<file path="src/rtl/neuron_weight_reader.sv">
// Single-neuron weight reader and MAC: one activation per handshake, one weight read per accept,
// accumulates x*w and emits a floored, saturated fixed-point sum after numWeight inputs.
module neuron_weight_reader #(
  parameter int numWeight    = 30,
  parameter int addressWidth = $clog2(numWeight),
  parameter int dataWidth    = 16,
  parameter int fracBits     = 12
) (
  input  logic                    clk,
  input  logic                    rst_n,
  input  logic                    start,
  input  logic                    in_valid,
  input  logic [dataWidth-1:0]    in_data,
  output logic                    in_ready,
  output logic                    w_ren,
  output logic [addressWidth-1:0] w_radd,
  input  logic [dataWidth-1:0]    w_rdata,
  output logic                    out_valid,
  output logic [dataWidth-1:0]    out_data,
  output logic                    busy
);

  localparam int accWidth  = 2 * dataWidth + addressWidth;
  localparam int prodWidth = 2 * dataWidth;
  localparam logic signed [accWidth-1:0] satMax = (accWidth'(1) <<< (dataWidth - 1)) - accWidth'(1);
  localparam logic signed [accWidth-1:0] satMin = ~satMax;

  typedef enum logic [1:0] {IDLE, RUN, DRAIN, DONE} state_t;

  state_t                         state_reg, state_next;
  logic [addressWidth-1:0]        index_reg;
  logic signed [dataWidth-1:0]    x_reg;
  logic                           v0_reg, v1_reg;
  logic signed [prodWidth-1:0]    prod_reg;
  logic signed [accWidth-1:0]     acc_reg;
  logic [dataWidth-1:0]           out_data_reg;
  logic                           out_valid_reg;

  logic                           accept;
  logic                           last_index;
  logic                           start_eval;
  logic signed [accWidth-1:0]     shifted;
  logic [dataWidth-1:0]           sat_value;

  assign accept     = in_valid && (state_reg == RUN);
  assign last_index = (index_reg == addressWidth'(numWeight - 1));
  assign start_eval = (state_reg == IDLE) && start;

  always_comb begin
    state_next = state_reg;
    case (state_reg)
      IDLE:  if (start) state_next = RUN;
      RUN:   if (accept && last_index) state_next = DRAIN;
      // Once v0 is clear, the last product reaches acc on this same edge, so DONE sees the final sum.
      DRAIN: if (!v0_reg) state_next = DONE;
      DONE:  state_next = IDLE;
      default: state_next = IDLE;
    endcase
  end

  always_comb begin
    shifted = acc_reg >>> fracBits;
    if (shifted > satMax)
      sat_value = {1'b0, {(dataWidth-1){1'b1}}};
    else if (shifted < satMin)
      sat_value = {1'b1, {(dataWidth-1){1'b0}}};
    else
      sat_value = shifted[dataWidth-1:0];
  end

  always_ff @(posedge clk or negedge rst_n) begin
    if (!rst_n) begin
      state_reg     <= IDLE;
      index_reg     <= '0;
      x_reg         <= '0;
      v0_reg        <= 1'b0;
      v1_reg        <= 1'b0;
      prod_reg      <= '0;
      acc_reg       <= '0;
      out_data_reg  <= '0;
      out_valid_reg <= 1'b0;
    end else begin
      state_reg     <= state_next;
      out_valid_reg <= (state_reg == DONE);
      if (state_reg == DONE)
        out_data_reg <= sat_value;
      if (start_eval) begin
        acc_reg   <= '0;
        index_reg <= '0;
        v0_reg    <= 1'b0;
        v1_reg    <= 1'b0;
      end else begin
        v0_reg <= accept;
        if (accept)
          x_reg <= $signed(in_data);
        if (accept && !last_index)
          index_reg <= index_reg + 1'b1;
        // The weight memory has no reset, so w_rdata is only looked at when v0 marks it as live.
        v1_reg <= v0_reg;
        if (v0_reg)
          prod_reg <= x_reg * $signed(w_rdata);
        if (v1_reg)
          acc_reg <= acc_reg + {{addressWidth{prod_reg[prodWidth-1]}}, prod_reg};
      end
    end
  end

  assign in_ready  = (state_reg == RUN);
  assign w_ren     = accept;
  assign w_radd    = index_reg;
  assign busy      = (state_reg != IDLE);
  assign out_valid = out_valid_reg;
  assign out_data  = out_data_reg;

endmodule

</file>
<file path="config.mk">
export PLATFORM = sky130hd
export DESIGN_NAME = neuron_weight_reader
export DESIGN_NICKNAME = d
export VERILOG_FILES = /design/src/rtl/neuron_weight_reader.sv
export SDC_FILE = /design/constraint.sdc
export NUM_CORES = 1
export LEC_CHECK = 0
export CORE_MARGIN = 2
export CORE_UTILIZATION = 64
export CTS_CLUSTER_DIAMETER = 120
export DETAILED_ROUTE_END_ITERATION = 8
export PLACE_DENSITY = 0.88
export SYNTH_ARGS = -nofsm -noshare
export SYNTH_HDL_FRONTEND = slang
export SYNTH_SLANG_ARGS = --single-unit
export TNS_END_PERCENT = 20
</file>
<file path="constraint.sdc">
create_clock -name clk -period 8.6 [get_ports clk]
set_clock_uncertainty 0.1 [all_clocks]
set_input_delay 0.86 -clock clk [delete_from_list [all_inputs] [get_ports clk]]
set_output_delay 0.86 -clock clk [all_outputs]
set_load 0.02 [all_outputs]
</file>
==> impl_metrics.env <==
export IMPL_status="complete, no violations"
export IMPL_yosysUniqueCellTypes=65
export IMPL_timing_final_crit_share_pct=90.5
export IMPL_cts_path_max_buffers=2
export IMPL_die_w_um=163
export IMPL_setup_violations_final=0
export IMPL_cts_tree="yes"
export IMPL_cpPeakStageDelay_ns=0.88
export IMPL_ys_seq_area_share_pct=17.2
export IMPL_slew_headroom_pct=22.5
export IMPL_io_pins=61
export IMPL_cts_buffers=9
export IMPL_place_congestion=0.938
export IMPL_critical_path_startpoint="w_rdata[2]"
export IMPL_hold_start="prod_reg[2]"
export IMPL_fin_tns_setup_ns=0
export IMPL_cts_htree_levels=3
export IMPL_ys_seq_elements=111
export IMPL_nNetsFinal=2217
export IMPL_postRouteAntennaNets=0
export IMPL_ys_async_sr_fraction_pct=100
export IMPL_largest_reg_flops=37
export IMPL_synth_area_um2=16100
export IMPL_die_h_um=163
export IMPL_io_buffers=60
export IMPL_ys_flop_type="dfrtp_1"
export IMPL_fillCellCount=1825
export IMPL_cts_sinks=111
export IMPL_firstDrtPassIters=6
export IMPL_clock_latency_ns=0.38
export IMPL_synth_xor_area_share_pct=3.47
export IMPL_cts_setup_buffers=0
export IMPL_end_kind="flop"
export IMPL_layout_drive_gt1_share_pct=3.39
export IMPL_drt_iter0_markers=830
export IMPL_grt_overflow=0
export IMPL_grt_pass1_vias=13500
export IMPL_area_delta_synth_final_pct=7.33
export IMPL_coreArea_um2=25000
export IMPL_route_detailed_wl_per_inst_um=17.9
export IMPL_synth_compound_area_share_pct=9.67
export IMPL_hold_path_class="reg -> reg"
export IMPL_grt_max_degree=65
export IMPL_instances_no_fill=2128
export IMPL_cpMaxStageDelayCell="fa_1"
export IMPL_synth_avg_cell_area_um2=9.11
export IMPL_synth_edf_count=0
export IMPL_clockRootBuffer="clkbuf_16"
export IMPL_routed_via_density=5.84
export IMPL_diodes=0
export IMPL_grt_pass1_wl_mm=64.3
export IMPL_yosys_area_share_adder_pct=42.3
export IMPL_path_class="in -> reg"
export IMPL_dieArea_um2=26500
export IMPL_critPathMaxFanout=16
export IMPL_clk_pin_slew_ns=0.09
export IMPL_antenna_found_initial=0
export IMPL_worstReg2RegStart="x_reg[15]"
export IMPL_rsz0062_at_grt="false"
export IMPL_vias=12400
export IMPL_critPathBufInv=6
export IMPL_place_inst=2112
export IMPL_initial_core_util_pct=64.7
export IMPL_track_usage_pct=30.8
export IMPL_cap_violations=0
export IMPL_yosysWarnings=0
export IMPL_syn_nets=2196
export IMPL_fmax_ghz=0.128
export IMPL_hold_viol=0
export IMPL_cp_required_ns=8.72
export IMPL_path_common_cell="fa_1"
export IMPL_rows=58
export IMPL_yosys_area_share_simple_pct=15.5
export IMPL_drc=0
export IMPL_path_cells="clkdlybuf4s50_1 -> nand2_1 -> inv_1 -> fa_1 -> fa_1 -> inv_1 -> fa_1 -> fa_1 -> inv_1 -> fa_1 -> inv_1 -> fa_1 -> inv_1 -> ha_1 -> nand2_1 -> o21ba_2 -> a221o_1 -> a21oi_1 -> o21ai_0 -> a211oi_1 -> a21oi_1 -> xnor2_1 -> o21ai_0"
export IMPL_post_route_util_pct=69.4
export IMPL_final_cell_mix="inv_1 (345), fa_1 (263), nand2_1 (223), ha_1 (125), and2_1 (124)"
export IMPL_synth_top_family_by_area="adder cells"
export IMPL_cts_hold_buffers=0
export IMPL_final_common_cell="inv_1"
export IMPL_worstPathArrival_ns=7.91
export IMPL_wirelength_mm=38.1
export IMPL_start_kind="input pin"
export IMPL_critPathTopFamily="adder cells"
export IMPL_netlist_instances=1772
export IMPL_ctsResizeCount=0
export IMPL_post_route_min_period_ns=7.78
export IMPL_worstMarginPinSlew_ns=1.16
export IMPL_slew_viol_final=0
export IMPL_dp_hpwl_mm=29.8
export IMPL_synth_mux_area_share_pct=2.43
cells by family after synthesis:
| logic type | Yosys count |
|---|---|
| XOR/XNOR | 64 |
| flip-flops | 111 |
| AO/OA/AOI/OAI | 243 |
| multiplexers | 37 |
| buffers and inverters | 403 |
| AND/OR/NAND/NOR | 526 |
| adder cells (fa/ha/maj) | 388 |
layer usage:
layer	routed length (µm)	global-route usage [%]	vias to the layer above
li1	-	-	5597
met1	14700	38.0	6222
met2	19200	53.9	484
met3	2310	3.82	132
met4	1820	14.8	0
met5	0	0	-
stage by stage:
step | hold slack [ns] | cell area [µm²] | setup slack, ns
3_5_place_dp | 0.381 | 17000 | 0.527
3_3_place_gp | 0.371 | 17000 | 0.856
6_report | 0.397 | 17300 | 0.815
2_1_floorplan | 0.345 | 16100 | 1.78
4_1_cts | 0.400 | 17300 | 0.863
5_1_grt | 0.420 | 17300 | 0.439
area by class of cell:
cell class / count / area [µm²] / share of cell area [%]
clock buffer: 9 / 225 / 1.30
clock inverter: 7 / 98.8 / 0.571
inverter: 345 / 1290 / 7.48
multi-input combinational: 1258 / 11900 / 68.4
sequential: 111 / 2780 / 16.0
tap: 330 / 413 / 2.38
timing repair buffer: 68 / 658 / 3.80
worst paths after layout:
path                       cells after the start  slack [ns]           end
setup / recovery                              23        0.82  prod_reg[31]
hold / removal                                 2        0.40   prod_reg[2]
setup reg to reg                              22        1.40  prod_reg[31]
hold reg to reg                                2        0.40   prod_reg[2]
max in group asynchronous                      2        6.75  prod_reg[18]
min in group asynchronous                      1        0.47      x_reg[9]
cell usage after synthesis, types with 18 or more instances:
| library cell | instances | area, µm² |
|---|---|---|
| a21oi_1 | 76 | 380 |
| nand3_1 | 18 | 90.1 |
| nor2_1 | 96 | 360 |
| mux2i_1 | 19 | 190 |
| and2_1 | 124 | 776 |
| a21o_1 | 23 | 173 |
| fa_1 | 263 | 5270 |
| mux2_2 | 18 | 203 |
| o21ai_0 | 55 | 275 |
| clkbuf_1 | 55 | 206 |
| xor2_1 | 25 | 219 |
| dfrtp_1 | 111 | 2780 |
| inv_1 | 345 | 1290 |
| xnor2_1 | 39 | 342 |
| ha_1 | 125 | 1560 |
| nand2_1 | 224 | 841 |
tightest hold or removal path, stage by stage (launching register included):
cell and delay (ns):
dfrtp_1 0.36, nand2_1 0.05, nand2_1 0.06
Power is left out: the tool's default activity adds up to more than one toggle a clock period on the data nets, which glitch-free logic cannot reach.
